[config.mk]
export PLATFORM = sky130hd
export DESIGN_NAME = fft_frame_scheduler_flat
export DESIGN_NICKNAME = d
export VERILOG_FILES = /design/src/rtl/fft_frame_scheduler_if.sv /design/src/rtl/fft_frame_scheduler.sv /design/src/flat_wrapper.sv
export SDC_FILE = /design/constraint.sdc
export NUM_CORES = 1
export LEC_CHECK = 0
export ABC_AREA = 1
export BUFFER_PORTS_ARGS = -buffer_cell sky130_fd_sc_hd__buf_4
export CAP_MARGIN = 25
export CORE_ASPECT_RATIO = 0.5
export CORE_MARGIN = 8
export CORE_UTILIZATION = 42
export CTS_CLUSTER_DIAMETER = 150
export DETAILED_ROUTE_END_ITERATION = 8
export GPL_TIMING_DRIVEN = 0
export PLACE_DENSITY_LB_ADDON = 0.12
export SLEW_MARGIN = 30
export SYNTH_ARGS = -nofsm -noshare
export SYNTH_HDL_FRONTEND = slang
export SYNTH_SLANG_ARGS = --single-unit
[constraint.sdc]
create_clock -name clk -period 1.7 [get_ports clk]
set_input_delay 0.34 -clock clk [delete_from_list [all_inputs] [get_ports clk]]
set_output_delay 0.34 -clock clk [all_outputs]
set_load 0.02 [all_outputs]
[src/rtl/fft_frame_scheduler_if.sv]
// rtl/fft_frame_scheduler_if.sv - FIFO read side, window stream and FFT completion bundle for the frame scheduler.
interface fft_frame_scheduler_if #(
    parameter int W = 16
);
    logic         buf_full;
    logic [W-1:0] buf_data;
    logic         buf_read;
    logic         overrun;
    logic         win_ready;
    logic         win_valid;
    logic [W-1:0] win_data;
    logic         win_sop;
    logic         win_eop;
    logic         fft_done;

    modport master (
        input  buf_full, buf_data, overrun, win_ready, fft_done,
        output buf_read, win_valid, win_data, win_sop, win_eop
    );

    modport slave (
        output buf_full, buf_data, overrun, win_ready, fft_done,
        input  buf_read, win_valid, win_data, win_sop, win_eop
    );
endinterface

[src/rtl/fft_frame_scheduler.sv]
// rtl/fft_frame_scheduler.sv - moves one full FIFO frame into the window/FFT chain, gated on FFT completion.
module fft_frame_scheduler #(
    parameter int W        = 16,
    parameter int NSamples = 1024,
    parameter int TIMEOUT  = 65535
) (
    input  logic                  clk,
    input  logic                  reset,
    input  logic                  enable,
    fft_frame_scheduler_if.master bus,
    output logic                  busy,
    output logic [1:0]            state,
    output logic [15:0]           frame_count,
    output logic [15:0]           overrun_count,
    output logic                  timeout_err
);
    localparam int CW = $clog2(NSamples);
    localparam int TW = (TIMEOUT > 1) ? $clog2(TIMEOUT) : 1;
    localparam logic [CW-1:0] LAST_IDX = CW'(NSamples - 1);
    localparam logic [TW-1:0] TMO_LAST = TW'(TIMEOUT - 1);

    typedef enum logic [1:0] {
        IDLE      = 2'd0,
        WAIT_FULL = 2'd1,
        STREAM    = 2'd2,
        WAIT_FFT  = 2'd3
    } state_t;

    state_t        cur, nxt;
    logic [CW-1:0] cnt;
    logic [TW-1:0] tcnt;
    logic          ovr_q;
    logic          rd;
    logic          last_rd;
    logic          tmo_hit;

    // Zero-latency passthrough: the show-ahead FIFO word goes straight to the window.
    assign rd            = (cur == STREAM) && bus.win_ready;
    assign last_rd       = rd && (cnt == LAST_IDX);
    assign bus.buf_read  = rd;
    assign bus.win_valid = rd;
    assign bus.win_data  = bus.buf_data;
    assign bus.win_sop   = rd && (cnt == '0);
    assign bus.win_eop   = last_rd;
    assign busy          = (cur == STREAM) || (cur == WAIT_FFT);
    assign state         = cur;

    always_comb begin
        nxt     = cur;
        tmo_hit = 1'b0;
        case (cur)
            IDLE:      if (enable) nxt = WAIT_FULL;
            WAIT_FULL: begin
                if (!enable)           nxt = IDLE;
                else if (bus.buf_full) nxt = STREAM;
            end
            STREAM:    if (last_rd) nxt = WAIT_FFT;
            WAIT_FFT: begin
                // fft_done takes priority over a timeout landing in the same cycle.
                if (bus.fft_done || (tcnt == TMO_LAST)) begin
                    nxt     = enable ? WAIT_FULL : IDLE;
                    tmo_hit = !bus.fft_done;
                end
            end
            default:   nxt = IDLE;
        endcase
    end

    always_ff @(posedge clk or negedge reset) begin
        if (!reset) begin
            cur           <= IDLE;
            cnt           <= '0;
            tcnt          <= '0;
            frame_count   <= '0;
            overrun_count <= '0;
            timeout_err   <= 1'b0;
            ovr_q         <= 1'b0;
        end else begin
            cur   <= nxt;
            ovr_q <= bus.overrun;
            if ((cur == WAIT_FULL) && (nxt == STREAM)) cnt <= '0;
            else if (rd)                               cnt <= cnt + 1'b1;
            if (cur != WAIT_FFT) tcnt <= '0;
            else                 tcnt <= tcnt + 1'b1;
            if (last_rd) frame_count <= frame_count + 16'd1;
            if (bus.overrun && !ovr_q && (overrun_count != 16'hFFFF))
                overrun_count <= overrun_count + 16'd1;
            if (tmo_hit) timeout_err <= 1'b1;
        end
    end
endmodule

[src/flat_wrapper.sv]
// flat-port wrapper written by rule: the top's interface ports become plain ports
module fft_frame_scheduler_flat 
#(
    parameter int W        = 16,
    parameter int NSamples = 1024,
    parameter int TIMEOUT  = 65535
)
  (clk, reset, enable, busy, state, frame_count, overrun_count, timeout_err, bus_buf_full, bus_buf_data, bus_overrun, bus_win_ready, bus_fft_done, bus_buf_read, bus_win_valid, bus_win_data, bus_win_sop, bus_win_eop);
  fft_frame_scheduler_if #(.W(W)) bus_i ();
  input  logic clk;
  input  logic reset;
  input  logic enable;
  output logic busy;
  output logic [1:0] state;
  output logic [15:0] frame_count;
  output logic [15:0] overrun_count;
  output logic timeout_err;
  input wire logic [$bits(bus_i.buf_full)-1:0] bus_buf_full;
  input wire logic [$bits(bus_i.buf_data)-1:0] bus_buf_data;
  input wire logic [$bits(bus_i.overrun)-1:0] bus_overrun;
  input wire logic [$bits(bus_i.win_ready)-1:0] bus_win_ready;
  input wire logic [$bits(bus_i.fft_done)-1:0] bus_fft_done;
  output wire logic [$bits(bus_i.buf_read)-1:0] bus_buf_read;
  output wire logic [$bits(bus_i.win_valid)-1:0] bus_win_valid;
  output wire logic [$bits(bus_i.win_data)-1:0] bus_win_data;
  output wire logic [$bits(bus_i.win_sop)-1:0] bus_win_sop;
  output wire logic [$bits(bus_i.win_eop)-1:0] bus_win_eop;
  assign bus_i.buf_full = bus_buf_full;
  assign bus_i.buf_data = bus_buf_data;
  assign bus_i.overrun = bus_overrun;
  assign bus_i.win_ready = bus_win_ready;
  assign bus_i.fft_done = bus_fft_done;
  assign bus_buf_read = bus_i.buf_read;
  assign bus_win_valid = bus_i.win_valid;
  assign bus_win_data = bus_i.win_data;
  assign bus_win_sop = bus_i.win_sop;
  assign bus_win_eop = bus_i.win_eop;
  fft_frame_scheduler #(.W(W), .NSamples(NSamples), .TIMEOUT(TIMEOUT)) u_core (.clk(clk), .reset(reset), .enable(enable), .bus(bus_i), .busy(busy), .state(state), .frame_count(frame_count), .overrun_count(overrun_count), .timeout_err(timeout_err));
endmodule
==> impl_metrics.env, run 1 <==
export IMPL_status="finished, violations left"
export IMPL_violations="setup timing"
export IMPL_seq_power_share=0.390
export IMPL_yosysUniqueCellTypes=34
export IMPL_synth_seq_cells=62
export IMPL_worstHoldPathType="primary input to async pin"
export IMPL_via_per_inst=4.77
export IMPL_pwr_share_comb=0.284
export IMPL_path_delay_family="flip-flops"
export IMPL_setup_worst_path_end_class="primary output"
export IMPL_grt_pass1_vias=3253
export IMPL_diodes=0
export IMPL_pwr_share_clk=0.326
export IMPL_mappedNetlistNets=536
export IMPL_portBuffers=62
export IMPL_fillCellCount=839
export IMPL_yosysWarnings=0
export IMPL_critPathKind="flip-flop to primary output"
export IMPL_die_h_um=83.2
export IMPL_cts_sinks=62
export IMPL_final_layout_size_suffix_gt1_frac=0.263
export IMPL_wl_met1_mm=4.41
export IMPL_antenna_left=0
export IMPL_rsz0062_at_grt="yes"
export IMPL_fp_coreArea_um2=8740
export IMPL_cp_cell_sequence="ha_2, inv_2, nor2_4, nand4_1, inv_1, buf_6"
export IMPL_skew_ns=0.00665
export IMPL_max_freq_mhz=578
export IMPL_syn_inst=507
export IMPL_cts_root_buf="clkbuf_16"
export IMPL_drt_pass1_iter_count=4
export IMPL_start_util=0.434
export IMPL_max_vdd_ir_drop_mv=0.535
export IMPL_routed_top_layer="met4"
export IMPL_place_area_um2=4410
export IMPL_tightestPinTransition_ns=0.816
export IMPL_cap_violations=0
export IMPL_area_growth_syn_to_layout_pct=28.2
export IMPL_final_nets=626
export IMPL_dr_total_vias=3427
export IMPL_track_usage=0.150
export IMPL_whs_ns=0.103
export IMPL_cp_required_ns=1.36
export IMPL_cts_buffers=9
export IMPL_cp_num_buf_inv=3
export IMPL_setup_tns_ns=-0.0488
export IMPL_row_count=24
export IMPL_grt_pass1_wl_mm=15.4
export IMPL_power_leakage_nw=2.42
export IMPL_fin_crit_sh=1.02
export IMPL_route_met2_wl_mm=3.95
export IMPL_slowest_stage="dfrtp_1"
export IMPL_final_core_util=0.556
export IMPL_grt_ovfl_total=0
export IMPL_switchingPower_mw=1.61
export IMPL_cp_arrival_ns=1.39
export IMPL_synth_edf_count=0
export IMPL_start_kind="flip-flop"
export IMPL_min_period_ns=1.73
export IMPL_drcViolationCount=0
export IMPL_place_congestion=0.826
export IMPL_ys_seq_area_frac=0.409
export IMPL_cp_max_fo=3
export IMPL_wire_per_inst_um=12.7
export IMPL_wl_met3_um=669
export IMPL_avgSynthCellArea_um2=7.48
export IMPL_synthFlopType="dfrtp_1"
export IMPL_antenna_found_initial=0
export IMPL_setup_viol=2
export IMPL_setup_ws_ns=-0.0301
export IMPL_p_int_mw=3.23
export IMPL_slew_limit_headroom=0.456
export IMPL_die_area_um2=12500
export IMPL_path_clk_slew_ns=0.05
export IMPL_synth_async_sr_flop_share=1.00
export IMPL_cts_tree="done"
export IMPL_hold_viol=0
export IMPL_ios=79
export IMPL_drt_total_wl_mm=9.13
export IMPL_p_sw_frac=0.333
export IMPL_die_w_um=150
export IMPL_post_route_cell_area_um2=4860
export IMPL_p_per_area_nw_per_um2=995
export IMPL_maxSlewViolCount=0
export IMPL_cts_buffer_depth=2
export IMPL_crit_path_max_incr_delay_ns=0.37
export IMPL_h_tree_depth=3
export IMPL_grt_max_degree=63
export IMPL_dp_hpwl_mm=6.51
export IMPL_syn_cell_area_um2=3790
export IMPL_first_iter_violations=160
export IMPL_clk_latency_ns=0.33
[synth_stat cells (10+ instances only)]
library cell  instances  area share
a21oi_1              10       0.013
buf_4                17       0.034
dfrtp_1              62        0.41
inv_1                48       0.048
nand2_1             151        0.15
nand2_2              14       0.023
nand3_1              36       0.048
nand4_1              11       0.018
nor2_1               70       0.069
o21ai_0              21       0.028
xor2_1               18       0.042
[repair_timing]
| action | 4_1_cts | 5_1_grt |
|---|---|---|
| buffers inserted | 15 | 3 |
| hold buffers | 0 | 0 |
| pin swaps | 5 | 5 |
| resized for setup | 14 | 11 |
| endpoints found under the setup margin | 14 | 21 |
[metrics by stage]
step,setup slack [ns],std cells,total power [mW]
2_1_floorplan,0.0496,507,2.64
3_3_place_gp,-0.0896,686,3.08
3_5_place_dp,-0.0844,686,3.08
4_1_cts,-0.0414,716,4.85
5_1_grt,-0.111,718,5.14
6_report,-0.0301,718,4.84
[worst paths after layout]
kind	from	end	slack, ns	depth (start not counted)
worst max-delay path	u_core.cnt[0]	bus_win_eop	-0.03	6
worst min register to register	u_core.timeout_err	u_core.timeout_err	0.46	2
worst max register to register	u_core.frame_count[0]	u_core.frame_count[8]	0.14	7
worst min-delay path	reset	u_core.overrun_count[1]	0.10	1
min in group clk	bus_overrun	u_core.ovr_q	0.13	1
max in group asynchronous	reset	u_core.state[1]	1.01	1
[power groups by stage]
| stage | Clock, mW | Combinational [mW] | Sequential [mW] |
|---|---|---|---|
| 2_1_floorplan | 0 | 0.661 | 1.98 |
| 3_3_place_gp | 0 | 1.16 | 1.91 |
| 3_5_place_dp | 0 | 1.17 | 1.91 |
| 4_1_cts | 1.64 | 1.33 | 1.88 |
| 5_1_grt | 1.70 | 1.52 | 1.91 |
| 6_report | 1.58 | 1.38 | 1.89 |
[sequential cells by signal, indices dropped and copies added (netlist names)]
name,flops
u_core.overrun_count,16
u_core.state,2
u_core.cnt,10
u_core.tcnt,16
u_core.frame_count,16
u_core.ovr_q,1
u_core.timeout_err,1
[metal layers]
layer | GRT usage | up-vias
met5 | 0 | -
met4 | 0.0423 | 0
met3 | 0.0590 | 13
met2 | 0.230 | 92
met1 | 0.192 | 1559
li1 | - | 1763
[cell usage in the layout (no fill, tap or decap), drive strengths merged]
| cell type | count |
|---|---|
| clkinv | 3 |
| nor2 | 75 |
| xor2 | 18 |
| o31ai | 1 |
| a31oi | 2 |
| a21oi | 10 |
| dfrtp | 62 |
| o21ai | 30 |
| nor3 | 5 |
| nand4 | 11 |
| nor4 | 1 |
| ha | 6 |
| o21a | 1 |
| nand3 | 36 |
| nand3b | 2 |
| buf | 100 |
| inv | 50 |
| and2 | 1 |
| xnor2 | 5 |
| nand2 | 167 |
| clkbuf | 15 |
[cell type report]
class                   count  area [um2]  area share
plain buffers              23         195      0.0401
inverters                  51         211      0.0435
well taps                 117         146      0.0301
flip-flops and latches     62        1560       0.320
repair buffers             79         608       0.125
clock buffers              13         240      0.0494
clock inverters             2        10.0     0.00206
multi-input cells         371        1900       0.390
[cells by family (layout without fill, tap and decap cells)]
group	Yosys count	count (layout)	share of synthesized area
XOR/XNOR	23	23	0.0531
flip-flops	62	62	0.409
adder cells (fa/ha/maj)	6	6	0.0198
buffers and inverters	74	168	0.105
AND/OR/NAND/NOR	298	298	0.347
AO/OA/AOI/OAI	44	44	0.0660
(Power assumes the default switching activity.)
==> inputs of run 2 (changes only) <==
Settings changed: MAX_ROUTING_LAYER set to met4.
==> impl_metrics.env, run 2 (synthesis results as in run 1) <==
export IMPL_area_growth_syn_to_layout_pct=28.2
export IMPL_antenna_left=0
export IMPL_drt_total_wl_mm=9.13
export IMPL_rsz0062_at_grt="yes"
export IMPL_place_worst_setup_slack_ns=-0.0844
export IMPL_first_iter_violations=161
export IMPL_cts_tree="done"
export IMPL_reg2reg_to="u_core.state[0]"
export IMPL_final_layout_size_suffix_gt1_frac=0.263
export IMPL_die_area_um2=12500
export IMPL_p_sw_frac=0.333
export IMPL_h_tree_depth=3
export IMPL_setup_tns_ns=-0.0509
export IMPL_drt_pass1_iter_count=4
export IMPL_final_nets=626
export IMPL_slowest_stage="dfrtp_1"
export IMPL_rrSetupSlack_ns=0.14
export IMPL_start_util=0.434
export IMPL_seq_power_share=0.389
export IMPL_path_clk_slew_ns=0.05
export IMPL_grt_pass1_wl_mm=15.4
export IMPL_p_int_mw=3.23
export IMPL_top_regs="u_core.frame_count: 16 flops, u_core.overrun_count: 16 flops, u_core.tcnt: 16 flops"
export IMPL_row_count=24
export IMPL_cts_buffer_depth=2
export IMPL_post_route_cell_area_um2=4860
export IMPL_grt_ovfl_total=0
export IMPL_die_h_um=83.2
export IMPL_r2r_start="u_core.cnt[0]"
export IMPL_p_per_area_nw_per_um2=996
export IMPL_maxSlewViolCount=0
export IMPL_antenna_found_initial=0
export IMPL_critPathKind="flip-flop to primary output"
export IMPL_cp_required_ns=1.36
export IMPL_cts_root_buf="clkbuf_16"
export IMPL_diodes=0
export IMPL_power_leakage_nw=2.42
export IMPL_wire_per_inst_um=12.7
export IMPL_crit_path_max_incr_delay_ns=0.37
export IMPL_cp_cell_sequence="ha_2, inv_2, nor2_4, nand4_1, inv_1, buf_6"
export IMPL_grt_pass1_vias=3254
export IMPL_slew_limit_headroom=0.457
export IMPL_track_usage=0.154
export IMPL_fin_cells=718
export IMPL_via_per_inst=4.75
export IMPL_final_common_cell="nand2_1"
export IMPL_clk_latency_ns=0.33
export IMPL_pwr_share_comb=0.284
export IMPL_dp_hpwl_mm=6.51
export IMPL_pwr_share_clk=0.326
export IMPL_start_kind="flip-flop"
export IMPL_status="finished, violations left"
export IMPL_max_freq_mhz=578
export IMPL_setup_viol=2
export IMPL_violations="setup timing"
export IMPL_drcViolationCount=0
export IMPL_portBuffers=62
export IMPL_worstHoldPathType="primary input to async pin"
export IMPL_fp_coreArea_um2=8740
export IMPL_cap_violations=0
export IMPL_die_w_um=150
export IMPL_hold_viol=0
export IMPL_place_inst=686
export IMPL_min_period_ns=1.73
export IMPL_place_congestion=0.838
export IMPL_place_area_um2=4410
export IMPL_tightestPinTransition_ns=0.815
export IMPL_cts_sinks=62
export IMPL_ios=79
export IMPL_max_vdd_ir_drop_mv=0.537
export IMPL_cp_arrival_ns=1.39
export IMPL_dr_total_vias=3414
export IMPL_setup_worst_path_end_class="primary output"
export IMPL_skew_ns=0.00648
export IMPL_cts_buffers=9
export IMPL_layout_common_cells="nand2_1 (149), buf_4 (92), nor2_1 (65)"
export IMPL_grt_max_degree=63
export IMPL_fin_crit_sh=1.02
export IMPL_setup_ws_ns=-0.0311
export IMPL_switchingPower_mw=1.61
export IMPL_r2r_cells=11
export IMPL_cp_max_fo=3
==> run 2: cell counts in the layout (fill, tap and decap cells not counted) <==
No cell type changed its count.
==> run 2: power groups by stage <==
stage / logic, mW / registers, mW / clock network, mW
floorplan: 0.661 / 1.98 / 0
global placement: 1.16 / 1.91 / 0
detailed placement: 1.17 / 1.91 / 0
CTS: 1.33 / 1.88 / 1.64
finish: 1.38 / 1.89 / 1.58
global route: 1.52 / 1.91 / 1.70
==> run 2: final cells by class <==
| class | count | area [um2] |
|---|---|---|
| Clock buffer | 13 | 240 |
| Clock inverter | 2 | 10.0 |
| Inverter | 51 | 211 |
| Fill cell | 839 | 3880 |
| Timing Repair Buffer | 79 | 608 |
| Multi-Input combinational cell | 371 | 1900 |
| Sequential cell | 62 | 1560 |
| Buffer | 23 | 195 |
| Tap cell | 117 | 146 |
==> run 2: per-stage QoR <==
stage | util | power, mW | hold slack, ns
floorplan | - | 2.64 | 0.0444
global placement | 0.504 | 3.08 | 0.454
detailed placement | 0.504 | 3.08 | 0.457
CTS | 0.551 | 4.85 | 0.113
global route | 0.556 | 5.14 | 0.113
finish | 0.556 | 4.84 | 0.102
==> run 2: critical path: cells and delay by family (launching register included) <==
family	cells	cell delay (ns)
DFF	1	0.37
and+or+nand+nor	2	0.23
buffers and inverters	3	0.25
adders and majority gates	1	0.20
==> run 2: worst max-delay path by stage <==
stage / cells after the start / slack (ns) / startpoint / end
finish: 6 / -0.03 / u_core.cnt[0] / bus_win_eop
detailed placement: 9 / -0.08 / u_core.overrun_count[0] / u_core.overrun_count[13]
global placement: 9 / -0.09 / u_core.overrun_count[0] / u_core.overrun_count[15]
global route: 6 / -0.11 / u_core.cnt[1] / bus_win_eop
CTS: 4 / -0.04 / u_core.cnt[6] / bus_win_sop
floorplan: 4 / 0.05 / u_core.state[0] / bus_win_sop
==> run 2: layer usage <==
layer,vias to the layer above,global-route usage,share of wire
li1,1762,-,-
met1,1558,0.196,0.49
met2,85,0.230,0.44
met3,9,0.0525,0.064
met4,0,0.0423,0.0081
met5,-,-,0
==> run 2: timing repair <==
item,4_1_cts,5_1_grt
hold buffers,0,0
setup endpoints to repair,14,21
hold endpoints to repair,0,0
setup buffers,15,3
gates resized for setup,14,11
pin swaps,5,5
